### src/rtl/pid_channel_scheduler_if.sv
`default_nettype none
// ============================================================================
// Module   : pid_channel_scheduler_if
// Brief    : Valid/ready sample stream from the channel scheduler to the PID core.
// Revision : 1.0 - initial release
// ============================================================================
interface pid_channel_scheduler_if #(
   parameter int W_DATA = 18,
   parameter int N_CHAN = 8
);
   localparam int W_CH = $clog2(N_CHAN);

   logic              pid_valid_out;
   logic              pid_ready_in;
   logic [W_CH-1:0]   pid_chan_out;
   logic [W_DATA-1:0] pid_data_out;

   modport master (
      output pid_valid_out,
      output pid_chan_out,
      output pid_data_out,
      input  pid_ready_in
   );

   modport slave (
      input  pid_valid_out,
      input  pid_chan_out,
      input  pid_data_out,
      output pid_ready_in
   );
endinterface
`default_nettype wire

### src/rtl/pid_channel_scheduler.sv
`default_nettype none
// ============================================================================
// Module   : pid_channel_scheduler
// Brief    : Buffers one ADC sample per channel and issues them round-robin to
//            the shared PID core; optional overrun counter via PID_SCHED_OVF_CNT_EN.
// Revision : 1.0 - initial release
// ============================================================================
module pid_channel_scheduler #(
   parameter int W_DATA = 18,
   parameter int N_CHAN = 8,
   parameter int W_CNT  = 8
) (
   input  logic                    clk_in,
   input  logic                    reset_in,
   input  logic [N_CHAN-1:0]       chan_en_in,
   input  logic                    update_in,
   input  logic [N_CHAN-1:0]       data_valid_in,
   input  logic [W_DATA-1:0]       data_a_in,
   input  logic [W_DATA-1:0]       data_b_in,
   pid_channel_scheduler_if.master pid_if,
   input  logic                    ovf_clr_in,
   output logic [N_CHAN-1:0]       ovf_out,
   output logic [W_CNT-1:0]        ovf_cnt_out
);
   localparam int W_CH = $clog2(N_CHAN);
   localparam int WS   = W_CH + 1;
   localparam int HALF = N_CHAN / 2;

   localparam logic [0:0] ST_IDLE = 1'b0;
   localparam logic [0:0] ST_HOLD = 1'b1;

   logic [0:0]        state_q, state_d;
   logic [N_CHAN-1:0] chan_en_q, chan_en_d;
   logic [N_CHAN-1:0] pend_q, pend_d;
   logic [N_CHAN-1:0] ovf_q, ovf_d;
   logic [W_CH-1:0]   last_grant_q, last_grant_d;
   logic [W_CH-1:0]   out_chan_q, out_chan_d;
   logic [W_DATA-1:0] out_data_q, out_data_d;
   logic [W_DATA-1:0] sample_q [N_CHAN];
   logic [W_DATA-1:0] sample_d [N_CHAN];

   logic              slot_free;
   logic              grant_vld;
   logic [W_CH-1:0]   grant_idx;
   logic [WS-1:0]     cand;
   logic [N_CHAN-1:0] grant_oh;
   logic [N_CHAN-1:0] capture;
   logic [N_CHAN-1:0] overrun;

   assign slot_free = (state_q == ST_IDLE) || pid_if.pid_ready_in;

   // Scan from the farthest candidate down so the nearest pending channel
   // after last_grant is the one left standing.
   always_comb begin
      grant_vld = 1'b0;
      grant_idx = '0;
      cand      = '0;
      if (slot_free) begin
         for (int k = N_CHAN; k >= 1; k--) begin
            cand = {1'b0, last_grant_q} + WS'(k);
            if (cand >= WS'(N_CHAN)) begin
               cand = cand - WS'(N_CHAN);
            end
            if (pend_q[cand[W_CH-1:0]]) begin
               grant_vld = 1'b1;
               grant_idx = cand[W_CH-1:0];
            end
         end
      end
   end

   assign grant_oh = grant_vld ? ({{(N_CHAN-1){1'b0}}, 1'b1} << grant_idx) : '0;

   // A capture into the channel being granted this cycle is a refill, not an overrun.
   always_comb begin
      capture = data_valid_in & chan_en_q;
      overrun = capture & pend_q & ~grant_oh;
      for (int i = 0; i < N_CHAN; i++) begin
         if (capture[i]) begin
            sample_d[i] = (i < HALF) ? data_a_in : data_b_in;
         end else begin
            sample_d[i] = sample_q[i];
         end
      end
   end

   always_comb begin
      chan_en_d = chan_en_q;
      pend_d    = (pend_q & ~grant_oh) | capture;
      if (update_in) begin
         chan_en_d = chan_en_in;
         pend_d    = pend_d & chan_en_in;
      end
      ovf_d = (ovf_clr_in ? '0 : ovf_q) | overrun;
   end

   always_comb begin
      state_d      = state_q;
      out_chan_d   = out_chan_q;
      out_data_d   = out_data_q;
      last_grant_d = last_grant_q;
      if (grant_vld) begin
         state_d      = ST_HOLD;
         out_chan_d   = grant_idx;
         out_data_d   = sample_q[grant_idx];
         last_grant_d = grant_idx;
      end else if (slot_free) begin
         state_d = ST_IDLE;
      end
   end

   always_ff @(posedge clk_in or posedge reset_in) begin
      if (reset_in) begin
         state_q      <= ST_IDLE;
         chan_en_q    <= '1;
         pend_q       <= '0;
         ovf_q        <= '0;
         last_grant_q <= W_CH'(N_CHAN - 1);
         out_chan_q   <= '0;
         out_data_q   <= '0;
         for (int i = 0; i < N_CHAN; i++) begin
            sample_q[i] <= '0;
         end
      end else begin
         state_q      <= state_d;
         chan_en_q    <= chan_en_d;
         pend_q       <= pend_d;
         ovf_q        <= ovf_d;
         last_grant_q <= last_grant_d;
         out_chan_q   <= out_chan_d;
         out_data_q   <= out_data_d;
         for (int i = 0; i < N_CHAN; i++) begin
            sample_q[i] <= sample_d[i];
         end
      end
   end

   assign pid_if.pid_valid_out = (state_q == ST_HOLD);
   assign pid_if.pid_chan_out  = out_chan_q;
   assign pid_if.pid_data_out  = out_data_q;
   assign ovf_out              = ovf_q;

`ifdef PID_SCHED_OVF_CNT_EN
   localparam int W_POP = $clog2(N_CHAN + 1);
   localparam int W_SUM = ((W_CNT > W_POP) ? W_CNT : W_POP) + 1;
   localparam logic [W_SUM-1:0] CNT_MAX = {{(W_SUM-W_CNT){1'b0}}, {W_CNT{1'b1}}};

   logic [W_CNT-1:0] ovf_cnt_q, ovf_cnt_d;
   logic [W_POP-1:0] ovr_pop;
   logic [W_SUM-1:0] cnt_sum;

   // Overruns landing on the clear cycle still count.
   always_comb begin
      ovr_pop = '0;
      for (int i = 0; i < N_CHAN; i++) begin
         ovr_pop = ovr_pop + W_POP'(overrun[i]);
      end
      cnt_sum   = (ovf_clr_in ? '0 : W_SUM'(ovf_cnt_q)) + W_SUM'(ovr_pop);
      ovf_cnt_d = (cnt_sum > CNT_MAX) ? {W_CNT{1'b1}} : cnt_sum[W_CNT-1:0];
   end

   always_ff @(posedge clk_in or posedge reset_in) begin
      if (reset_in) begin
         ovf_cnt_q <= '0;
      end else begin
         ovf_cnt_q <= ovf_cnt_d;
      end
   end

   assign ovf_cnt_out = ovf_cnt_q;
`else
   assign ovf_cnt_out = '0;
`endif

endmodule
`default_nettype wire

### src/flat_wrapper.sv
// flat-port wrapper written by rule: the top's interface ports become plain ports
module pid_channel_scheduler_flat 
#(
   parameter int W_DATA = 18,
   parameter int N_CHAN = 8,
   parameter int W_CNT  = 8
)
  (clk_in, reset_in, chan_en_in, update_in, data_valid_in, data_a_in, data_b_in, ovf_clr_in, ovf_out, ovf_cnt_out, pid_if_pid_valid_out, pid_if_pid_chan_out, pid_if_pid_data_out, pid_if_pid_ready_in);
  pid_channel_scheduler_if #(.W_DATA(W_DATA), .N_CHAN(N_CHAN)) pid_if_i ();
  input  logic clk_in;
  input  logic reset_in;
  input  logic [N_CHAN-1:0] chan_en_in;
  input  logic update_in;
  input  logic [N_CHAN-1:0] data_valid_in;
  input  logic [W_DATA-1:0] data_a_in;
  input  logic [W_DATA-1:0] data_b_in;
  input  logic ovf_clr_in;
  output logic [N_CHAN-1:0] ovf_out;
  output logic [W_CNT-1:0] ovf_cnt_out;
  output wire logic [$bits(pid_if_i.pid_valid_out)-1:0] pid_if_pid_valid_out;
  output wire logic [$bits(pid_if_i.pid_chan_out)-1:0] pid_if_pid_chan_out;
  output wire logic [$bits(pid_if_i.pid_data_out)-1:0] pid_if_pid_data_out;
  input wire logic [$bits(pid_if_i.pid_ready_in)-1:0] pid_if_pid_ready_in;
  assign pid_if_pid_valid_out = pid_if_i.pid_valid_out;
  assign pid_if_pid_chan_out = pid_if_i.pid_chan_out;
  assign pid_if_pid_data_out = pid_if_i.pid_data_out;
  assign pid_if_i.pid_ready_in = pid_if_pid_ready_in;
  pid_channel_scheduler #(.W_DATA(W_DATA), .N_CHAN(N_CHAN), .W_CNT(W_CNT)) u_core (.clk_in(clk_in), .reset_in(reset_in), .chan_en_in(chan_en_in), .update_in(update_in), .data_valid_in(data_valid_in), .data_a_in(data_a_in), .data_b_in(data_b_in), .pid_if(pid_if_i), .ovf_clr_in(ovf_clr_in), .ovf_out(ovf_out), .ovf_cnt_out(ovf_cnt_out));
endmodule
### config.mk
export PLATFORM = sky130hd
export DESIGN_NAME = pid_channel_scheduler_flat
export DESIGN_NICKNAME = d
export VERILOG_FILES = /design/src/rtl/pid_channel_scheduler_if.sv /design/src/rtl/pid_channel_scheduler.sv /design/src/flat_wrapper.sv
export SDC_FILE = /design/constraint.sdc
export NUM_CORES = 1
export LEC_CHECK = 0
export ABC_AREA = 1
export CAP_MARGIN = 30
export CORE_ASPECT_RATIO = 0.8
export CORE_MARGIN = 2
export CORE_UTILIZATION = 52
export CTS_CLUSTER_SIZE = 28
export DETAILED_ROUTE_END_ITERATION = 6
export PLACE_DENSITY = 0.86
export SLEW_MARGIN = 30
export SYNTH_ARGS = -nofsm -noshare
export SYNTH_HDL_FRONTEND = slang
export SYNTH_SLANG_ARGS = --single-unit
### constraint.sdc
create_clock -name clk_in -period 6.3 [get_ports clk_in]
set_input_delay 0.945 -clock clk_in [delete_from_list [all_inputs] [get_ports clk_in]]
set_output_delay 0.945 -clock clk_in [all_outputs]
set_load 0.05 [all_outputs]
---- Word level (Yosys, flattened, before mapping) ----
Index checks and enable logic that the tools add are counted.
W data, S select, Z words.
word-level totals
  flip-flop bits (word level) ............. 193
  input bits .............................. 57
  output and inout bits ................... 38
  word-level logic and storage cells ...... 119
cells by class
  add/sub/neg operators ................... 16
  magnitude comparators ................... 17
  shift operators ......................... 1
  mux-type cells .......................... 58
  bitwise operators ....................... 10
  reduce and logical (&&, ||, !) cells .... 2
operator list
  cell                   count
  $mux W3                25
  $bmux W18 S3           1
  $and A8 B8 Y8          5
  $ge A4 B4 Y1 const B   9
  $mux W18               2
  $lt A3 B4 Y1 const B   8
  $bmux W1 S3            8
  $mux W8                3
  $sub A3 B1 Y3 const B  8
  $mux W1                19
  $add A3 B3 Y4 const B  4
  $or A8 B8 Y8           2
  $add A3 B2 Y4 const B  2
  $not A8 Y8             1
  $shl A1 B3 Y8 const A  1
  $add A3 B1 Y4 const B  1
  $add A3 B4 Y4 const B  1
  $not A3 Y4             1
  $reduce_bool A2 Y1     1
  $logic_or A1 B1 Y1     1
  $not A1 Y1             1

---- Longest topological paths before layout ----
  depth after elaboration ................. 22
  depth in mapped cells ................... 23
  mapped depth without buffers ............ 20

---- Worst setup path after synthesis ----
No wires, ideal clock.
  kind .................................... register to register
  from .................................... reg u_core.last_grant_q[0]
  to ...................................... reg u_core.out_data_q[0] (netlist: u_core.pid_if.pid_data_out[0])
  setup time .............................. 0.125 ns
  data arrival time ....................... 2.650 ns
  data required time ...................... 6.175 ns
  slack ................................... 3.526 ns
  cell stages (with the launch flop) ...... 23
  buffers on the path ..................... 4
  period minus slack after synthesis ...... 2.774 ns
  cells stage by stage .................... dfstp_2 > buf_6 > inv_2 > buf_6 > ha_1 > inv_1 > nand3_1 > nand3_1 > nand2_1 > a21oi_2 > nand2_1 > nand2_1 > nand3_1 > nand2_2 > nand2_4 > buf_6 > buf_6 > nand2_1 > nand2_1 > nand2_1 > nand2_1 > nand2_1 > nand3_1
between the ends
  word-level cells in the longest chain between the ends .. 19
  elaborated cells between the ends (all ways) .. 78
  classes of those cells .................. add/sub: 16; order compare: 8; mux: 53; bitwise: 1
RTL lines
  element                                               line                                                      source
  start, declared                                       pid_channel_scheduler.sv:36                               logic [W_CH-1:0] last_grant_q, last_grant_d;
  start signal, assigned                                pid_channel_scheduler.sv:118                              last_grant_q <= W_CH'(N_CHAN - 1);
  start signal, assigned                                pid_channel_scheduler.sv:129                              last_grant_q <= last_grant_d;
  $add A3 B4 Y4                                         pid_channel_scheduler.sv:60                               cand = {1'b0, last_grant_q} + WS'(k);
  $ge A4 B4 Y1 / $sub A3 B1 Y3 (equally long branches)  pid_channel_scheduler.sv:61, pid_channel_scheduler.sv:62
  $mux W3                                               pid_channel_scheduler.sv:61                               if (cand >= WS'(N_CHAN)) begin
  $mux W3                                               pid_channel_scheduler.sv:58                               if (slot_free) begin
  $bmux W1 S3                                           pid_channel_scheduler.sv:64                               if (pend_q[cand[W_CH-1:0]]) begin
  $mux W1 (not written as such)                         pid_channel_scheduler.sv:64
  $mux W3 (8 in a row)                                  pid_channel_scheduler.sv:64
  $mux W3                                               pid_channel_scheduler.sv:58
  $not A3 Y4 (not written as such)                      pid_channel_scheduler.sv:105                              out_data_d = sample_q[grant_idx];
  $bmux W18 S3                                          pid_channel_scheduler.sv:105
  $mux W18 (not written as such) (2 in a row)           pid_channel_scheduler.sv:105
  end signal, assigned                                  pid_channel_scheduler.sv:131                              out_data_q <= out_data_d;
  end, declared                                         pid_channel_scheduler.sv:38                               logic [W_DATA-1:0] out_data_q, out_data_d;
Parallel ways exist; a longest one is shown, timed or not. The select of a mux whose other input is x is not followed.
A chain may end at the register's enable or synchronous reset.

---- Worst setup path in the final report ----
  from .................................... reg u_core.last_grant_q[1]
  to ...................................... reg u_core.out_data_q[17] (netlist: u_core.pid_if.pid_data_out[17])
The elaborated chain is that of the path after synthesis.

==> flow_metrics.tcl <==
set metrics [dict create \
    status "finished, final reports clean" \
    worst-setup-path-type "reg -> reg" \
    overflow 0 \
    synthToLayoutAreaGrowth_pct 15.8 \
    cts_buffers 17 \
    rsz0062_at_grt "no" \
    min_period_ps 3980 \
    yosysWarnings 0 \
    tritoncts "yes" \
    drive_above_1_share_pct 6.42 \
    grtUsageMet1_pct 38.0 \
    drc 0 \
    htreeDepth 4 \
    hold_viol 0 \
    grt_pass1_vias 7664 \
    holdCritPathClass "reg -> reg" \
    clkSinkCount 193 \
    insertion_delay_ps 440 \
    grtUsageMet3_pct 5.81 \
    fin_nets 1308 \
    core_area_sq_um 17400 \
    clock_path_buffers 2 \
    synth_top_cell_area_share_pct 48.9 \
    grt_max_degree 112 \
    yosys.cell_types.count 27 \
    cap_violations 0 \
    reg2regPathDepth 18 \
    cts_setup_buffers 0 \
    post_drt_via_cell_ratio 5.50 \
    cp.required_ps 6670 \
    initial_core_util_pct 53.4 \
    grt.busiest_layer "met2" \
    hpwl_microns 15100 \
    timing.fmax_ghz 0.252 \
    stdcell_area_sq_um 10800 \
    ioPinCount 95 \
    cp-start-kind "flop" \
    grt_pass1_wl_microns 39200 \
    setup_viol 0 \
    slowest_delay_ps 660 \
    synth_common_cells "nand2_1, dfrtp_1, o21ai_0" \
    globalplace.congestion 0.983 \
    clock_skew_ps 7.65 \
    slew_viol_final 0 \
    yosysSeqAreaShare_pct 52.0 \
    clk_pin_slew_worst_paths_ps 70 \
    dpl-instance-area_sq_um 10100 \
    tns_ps 0 \
    synth_edf_count 0 \
    die_width_microns 154 \
    wl_per_cell_microns 16.0 \
    detailroute.via_count 8180 \
    yosys.area.top_type "dfrtp_1" \
    path_max_fanout 23 \
    cts_root_buffer "clkbuf_16" \
    ys.flop_type "dfrtp_1" \
    avgSynthCellArea_sq_um 7.69 \
    synthArstFlopShare_pct 100 \
    ant_nets 0 \
    crit_path_cell_trace "inv_1 -> ha_1 -> inv_1 -> nand3_1 -> nand3_1 -> nand2_1 -> nand3_1 -> nand3_1 -> nand3_1 -> nand2_1 -> nand2_1 -> nand2_1 -> nand2_1 -> inv_1 -> nor2_1 -> buf_4 -> nand2_1 -> nand3_1" \
    drt_iter0_drc 874 \
    die_y_microns 124 \
    slew_headroom_pct 35.0 \
    ctsHoldBuffers 0 \
    cp.arrival_ps 4350 \
    synthesis.area_sq_um 9320 \
    wirelength_microns 23800 \
    die_area_sq_um 19000 \
    portBuffers 86 \
    rows 43 \
    synth_most_common_cell "nand2_1" \
    synthTopCellsByArea "dfrtp_1, nand2_1, o21ai_0" \
    n_antenna_cell 0 \
    fin_crit_sh_pct 63.1 \
    antenna_found_initial 0 \
    worst_pin_slew_ps 972 \
    syn_inst 1211 \
    dr.pass1.iters 5 \
    grt_usage_pct 25.9 \
    hold_path_depth 2 \
    ys_ff_latch 193 \
    endpoint_kind "flop" \
    slowest_stage "nor2_1" \
    globalRouteMet2Util_pct 39.6 \
    cts_resized 0 \
]
critical path, delay by kind of cell, from the launching register on:
kind	cells	cell delay [ps]
simple gates	13	1830
fa+ha+maj	1	390
buf+inv	4	1040
flops	1	650
state kept, by name (all words and copies together), names as in the netlist:
register / cells
u_core.pid_if.pid_valid_out: 1
u_core.pid_if.pid_chan_out: 3
u_core.last_grant_q: 3
u_core.pend_q: 8
u_core.sample_q: 144
u_core.chan_en_q: 8
u_core.ovf_out: 8
u_core.pid_if.pid_data_out: 18
final timing paths:
kind / startpoint / endpoint / slack (ps)
min in group asynchronous: reset_in / u_core.sample_q[69]$_DFFE_PP0P_ / 1020
max in group asynchronous: reset_in / u_core.sample_q[139]$_DFFE_PP0P_ / 4030
worst min-delay path: u_core.sample_q[2]$_DFFE_PP0P_ / u_core.sample_q[2]$_DFFE_PP0P_ / 490
worst max register to register: u_core.last_grant_q[1]$_DFFE_PP1P_ / u_core.pid_if.pid_data_out[17]$_DFFE_PP0P_ / 2320
worst max-delay path: u_core.last_grant_q[1]$_DFFE_PP1P_ / u_core.pid_if.pid_data_out[17]$_DFFE_PP0P_ / 2320
worst min register to register: u_core.sample_q[2]$_DFFE_PP0P_ / u_core.sample_q[2]$_DFFE_PP0P_ / 490
stage by stage:
stage | setup WS (ps) | util [%] | hold slack (ps) | instances
global placement | 2460 | 57.9 | 466 | 1454
detailed placement | 2420 | 58.1 | 473 | 1455
finish | 2320 | 61.9 | 488 | 1487
CTS | 2410 | 61.8 | 490 | 1487
global route | 2000 | 61.9 | 501 | 1487
floorplan | 118 | - | 453 | 1218
cell usage in the layout, fill, tap and decap left out, drive strengths merged:
cell	n
clkinvlp	1
nand3	132
ha	2
conb	8
buf	8
a21oi	16
nand4	5
clkinv	3
bufinv	4
dfrtp	182
nand2	532
o21ai	156
xnor2	2
a21boi	1
clkdlybuf4s50	86
nor2	28
xor2	3
dfstp	11
inv	61
clkbuf	21
cell families (layout without fill, tap and decap cells):
logic type      Yosys count  count (layout)  share of synthesized area [%]
compound gates          173             173                           9.52
xor+xnor                  5               5                          0.470
fa+ha+maj                 2               2                          0.269
buf+inv                 140             184                           7.16
flops                   193             193                           52.0
other cells               1               8                         0.0403
simple gates            697             697                           30.6
per-layer routing:
layer  share of wire, %  wire [microns]
met5                  0               0
met4                1.0             247
met3                9.2            2180
met2                 44           10400
met1                 46           10900
cell type report:
class,count,area (sq um)
tap,225,282
clock inverter,11,173
clock buffer,21,470
timing repair buffer,94,941
multi-input combinational,885,3850
fill,1455,6640
inverter,58,225
sequential,193,4840
Power is left out: the tool's default activity adds up to more than one toggle a clock period on the data nets, which glitch-free logic cannot reach.
